`src/rtl/mux_key_table.sv`:
```
// Runtime-writable key->value lookup table with a valid/ready request/response path,
// hit reporting, optional default value on miss and saturating hit/miss counters.
module mux_key_table #(
  parameter int KEY_NUM   = 4,
  parameter int KEY_WIDTH = 4,
  parameter int VAL_WIDTH = 8,
  parameter int HAS_DEF   = 1,
  parameter int CNT_WIDTH = 16,
  localparam int IDX_WIDTH = (KEY_NUM > 1) ? $clog2(KEY_NUM) : 1
) (
  input  logic                 i_clk,
  input  logic                 i_rst,
  input  logic                 i_wr_en,
  input  logic [IDX_WIDTH-1:0] i_wr_idx,
  input  logic [KEY_WIDTH-1:0] i_wr_key,
  input  logic [VAL_WIDTH-1:0] i_wr_val,
  input  logic                 i_clr,
  input  logic [VAL_WIDTH-1:0] i_val_def,
  input  logic                 i_req_valid,
  output logic                 o_req_ready,
  input  logic [KEY_WIDTH-1:0] i_req_key,
  output logic                 o_rsp_valid,
  input  logic                 i_rsp_ready,
  output logic [VAL_WIDTH-1:0] o_rsp_val,
  output logic                 o_rsp_hit,
  output logic [IDX_WIDTH-1:0] o_rsp_idx,
  output logic [CNT_WIDTH-1:0] o_hit_cnt,
  output logic [CNT_WIDTH-1:0] o_miss_cnt
);

  logic                 tbl_valid [KEY_NUM];
  logic [KEY_WIDTH-1:0] tbl_key   [KEY_NUM];
  logic [VAL_WIDTH-1:0] tbl_val   [KEY_NUM];

  logic                 rsp_valid;
  logic [VAL_WIDTH-1:0] rsp_val;
  logic                 rsp_hit;
  logic [IDX_WIDTH-1:0] rsp_idx;
  logic [CNT_WIDTH-1:0] hit_cnt;
  logic [CNT_WIDTH-1:0] miss_cnt;

  logic                 accept;
  logic                 match_hit;
  logic [IDX_WIDTH-1:0] match_idx;
  logic [VAL_WIDTH-1:0] match_val;
  logic [VAL_WIDTH-1:0] miss_val;

  assign o_req_ready = !rsp_valid || i_rsp_ready;
  assign accept      = i_req_valid && o_req_ready;
  assign miss_val    = (HAS_DEF != 0) ? i_val_def : '0;

  // Priority search: the first matching entry from index 0 upward wins.
  always_comb begin
    match_hit = 1'b0;
    match_idx = '0;
    match_val = '0;
    for (int i = 0; i < KEY_NUM; i++) begin
      if (!match_hit && tbl_valid[i] && (tbl_key[i] == i_req_key)) begin
        match_hit = 1'b1;
        match_idx = IDX_WIDTH'(i);
        match_val = tbl_val[i];
      end
    end
  end

  // Write after clear so a same-cycle write survives; out-of-range indices match no entry.
  always_ff @(posedge i_clk) begin
    for (int i = 0; i < KEY_NUM; i++) begin
      if (i_rst) begin
        tbl_valid[i] <= 1'b0;
        tbl_key[i]   <= '0;
        tbl_val[i]   <= '0;
      end else begin
        if (i_clr) begin
          tbl_valid[i] <= 1'b0;
        end
        if (i_wr_en && (i_wr_idx == IDX_WIDTH'(i))) begin
          tbl_valid[i] <= 1'b1;
          tbl_key[i]   <= i_wr_key;
          tbl_val[i]   <= i_wr_val;
        end
      end
    end
  end

  always_ff @(posedge i_clk) begin
    if (i_rst) begin
      rsp_valid <= 1'b0;
      rsp_val   <= '0;
      rsp_hit   <= 1'b0;
      rsp_idx   <= '0;
    end else if (accept) begin
      rsp_valid <= 1'b1;
      rsp_hit   <= match_hit;
      rsp_idx   <= match_hit ? match_idx : '0;
      rsp_val   <= match_hit ? match_val : miss_val;
    end else if (i_rsp_ready) begin
      rsp_valid <= 1'b0;
    end
  end

  // Statistics stick at all-ones rather than wrapping.
  always_ff @(posedge i_clk) begin
    if (i_rst) begin
      hit_cnt  <= '0;
      miss_cnt <= '0;
    end else if (accept) begin
      if (match_hit && (hit_cnt != '1)) begin
        hit_cnt <= hit_cnt + 1'b1;
      end
      if (!match_hit && (miss_cnt != '1)) begin
        miss_cnt <= miss_cnt + 1'b1;
      end
    end
  end

  assign o_rsp_valid = rsp_valid;
  assign o_rsp_val   = rsp_val;
  assign o_rsp_hit   = rsp_hit;
  assign o_rsp_idx   = rsp_idx;
  assign o_hit_cnt   = hit_cnt;
  assign o_miss_cnt  = miss_cnt;

endmodule

```
`config.mk`:
```
export PLATFORM = sky130hd
export DESIGN_NAME = mux_key_table
export DESIGN_NICKNAME = d
export VERILOG_FILES = /design/src/rtl/mux_key_table.sv
export SDC_FILE = /design/constraint.sdc
export NUM_CORES = 1
export LEC_CHECK = 0
export BUFFER_PORTS_ARGS = -buffer_cell sky130_fd_sc_hd__buf_2
export CORE_MARGIN = 2
export CORE_UTILIZATION = 40
export DETAILED_ROUTE_END_ITERATION = 10
export GPL_ROUTABILITY_DRIVEN = 0
export HOLD_SLACK_MARGIN = 0.12
export SYNTH_ARGS = -nofsm -noshare
export SYNTH_HDL_FRONTEND = slang
export SYNTH_SLANG_ARGS = --single-unit
```
`constraint.sdc`:
```
create_clock -name i_clk -period 2.78 [get_ports i_clk]
set_input_delay 0.417 -clock i_clk [delete_from_list [all_inputs] [get_ports i_clk]]
set_output_delay 0.417 -clock i_clk [all_outputs]
set_load 0.02 [all_outputs]
```
==> results.cfg <==
[worst_setup_path]
r2r_slack_ns = 0.35
cp_data_arrival_time_ns = 2.66
critPathKind = reg2reg
reg2regPathDepth = 7
startpoint = o_miss_cnt[0]
r2r_end = o_miss_cnt[7]
critPathCaptureType = flip-flop
worstPathRequired_ns = 3.01
r2r-start = o_miss_cnt[0]
critical_path.endpoint = o_miss_cnt[7]
critPathMaxFanout = 19
startpoint_type = flip-flop

[cts]
clk_pin_slew_ns = 0.07
clkSinkCount = 96
post_cts_resized = 0
clk_path_buf_depth = 2
numCtsBuffers = 9
cts_hold_buf = 0
post_cts_buffers = 0
tritoncts = done
root_buffer = clkbuf_16
clock_latency_ns = 0.34
htreeDepth = 3

[synth]
synth-edff-count = 52
synthAdderAreaFrac = 0.005284
synth_compound_area_frac = 0.1424
yosysWarnings = 0
ys_ff_latch = 96
synth.avg_cell_area_um2 = 10.27
yosysSeqAreaShare = 0.5157
synth_top_family_by_area = simple AND/OR/NAND/NOR gates
synthXorXnorAreaFrac = 0.02404
ys_types = 53
async_flop_share = 0
synth-simple-area-share = 0.2568
synth_ff_type = edfxtp_1
synth_mux_area_frac = 0.01638
synth_area_um2 = 4736
synthesis.nets = 495
postSynthCellCount = 461

[sta]
fin_crit_sh = 0.8754
timing.final.max_slew_violations = 0
finClkSkew_ns = 0.01237
slew_headroom = 0.5365
rsz0062_at_grt = false
period_needed_ns = 2.434
fmax_mhz = 410.9
setup_viol = 0
fin_setup_tns_ns = 0
worst_slew_pin_slew_ns = 0.6880
hold_violations = 0

[pwr]
power.leakage_nw = 2.207
power_mw = 3.091
power.density_nw_per_um2 = 549.8
ir_worst_vdd_uv = 419.3

[drt]
via_count = 3876
vias_per_cell = 5.609
wirelength_mm = 11.57
dr_wl_met3_um = 606
drt-initial-drc-count = 274
ant_nets = 0
wl_met1_mm = 5.354
drc = 0
routed.top_layer = met4
routedWlPerCell_um = 16.74
drt_pre_antenna_iters = 4
met2_length_mm = 5.437

[floorplanning]
rows = 39
chipWidth_um = 112.8
initial_core_util = 0.4130
die_h_um = 112.8
fp.coreArea_um2 = 11470
dieArea_um2 = 12730
pin_count = 77

[finish]
n_antenna_cell = 0
layoutNonFillerInstCount = 691
syn2layout_area_growth_pct = 18.71
post-route-util = 0.4902
final_net_count = 577
layout-drive-gt1-share = 0.2299

[global_route]
grt_usage = 0.1872
grt_pass1_vias = 3687
grt_start_max_net_pins = 31
grt_pass1_wl_mm = 18.93
antenna_found_initial = 0
overflow = 0

[place]
dp.cells = 675
io_buffers = 76
dp_hpwl_mm = 8.252

[run_status]
outcome = finished clean

[run]
drv_cap = 0

[hold_path]
hold_class = in2reg
## cells by family after synthesis
family                   count (synthesis)
adder cells (fa/ha/maj)                  2
buffers and inverters                   41
multiplexers                             7
XOR/XNOR                                13
flip-flops                              96
AND/OR/NAND/NOR                        207
AO/OA/AOI/OAI                           95
## through the flow
| stage | worst slack, ns | cell area, um2 | hold slack [ns] |
|---|---|---|---|
| finish | 0.3463 | 5622 | 0.3286 |
| global route | 0.1840 | 5622 | 0.3398 |
| CTS | 0.3476 | 5622 | 0.3231 |
| detailed placement | 0.2940 | 5335 | 0.4492 |
| global placement | 0.3231 | 5335 | 0.4433 |
| floorplan | 0.6651 | 4736 | 0.5074 |
## synth_stat cells, drive strengths merged (4+ instances only)
library cell	n	area share
nand3	35	0.037
nor2b	8	0.011
inv	13	0.010
and4	4	0.0074
o21ai	13	0.014
nand2	23	0.018
or3	7	0.0092
a21oi	26	0.027
mux2	6	0.014
nand2b	6	0.0079
dfxtp	44	0.19
and3	21	0.028
a32oi	8	0.015
nor4	5	0.011
o211ai	14	0.022
xor2	10	0.018
or4	12	0.019
nand4	9	0.013
nor3	10	0.015
clkbuf	13	0.010
o2111ai	7	0.014
and2	43	0.057
o31ai	11	0.017
edfxtp	52	0.33
buf	15	0.019
nor2	19	0.015
## per-layer routing
metal | global-route usage | up-vias
li1 | - | 1897
met1 | 0.2595 | 1850
met2 | 0.2982 | 113
met3 | 0.04071 | 16
met4 | 0.05122 | 0
met5 | 0 | -
## area by class of cell
cell class                      count  area [um2]
Clock inverter                      7       61.31
Inverter                           13       48.80
Multi-Input combinational cell    324        2112
Fill cell                        1082        5846
Clock buffer                        9       225.2
Sequential cell                    96        2442
Timing Repair Buffer               99       553.0
Tap cell                          143       178.9
## worst min path at each step
stage / startpoint / end / cells after the start
5_1_grt: i_val_def[2] / o_rsp_val[2] / 3
3_5_place_dp: o_rsp_hit / o_rsp_hit / 2
6_report: i_val_def[1] / o_rsp_val[1] / 3
3_3_place_gp: o_rsp_hit / o_rsp_hit / 2
4_1_cts: i_val_def[1] / o_rsp_val[1] / 3
2_1_floorplan: tbl_val[3][3] / o_rsp_val[3] / 2
## worst max-delay path, stage by stage, from the launching register on
cell and delay [ns]:
dfxtp_1 0.36, ha_1 0.25, and3_1 0.20, and3_1 0.21
nand3_1 0.12, nand4_2 0.40, nor4_1 0.44, mux2_1 0.35
## report_power, final
group / internal (mW) / switching (mW) / total [mW]
clock network: 0.626 / 0.573 / 1.20
logic: 0.102 / 0.192 / 0.294
registers: 1.57 / 0.0311 / 1.60
## state kept, by name, indices dropped and copies added, names as in the netlist
signal	flops
o_miss_cnt	16
o_rsp_hit	1
o_rsp_idx	2
tbl_valid	4
o_hit_cnt	16
tbl_val	32
o_rsp_val	8
tbl_key	16
o_rsp_valid	1
## cell usage in the layout, fill, tap and decap left out, types with 19 or more instances in the layout
master	n
buf_2	76
nand3_1	35
and3_1	21
a21oi_1	26
nand2_1	23
and2_1	43
buf_4	23
nor2_1	19
dfxtp_1	44
edfxtp_1	52
(Power assumes the default switching activity.)
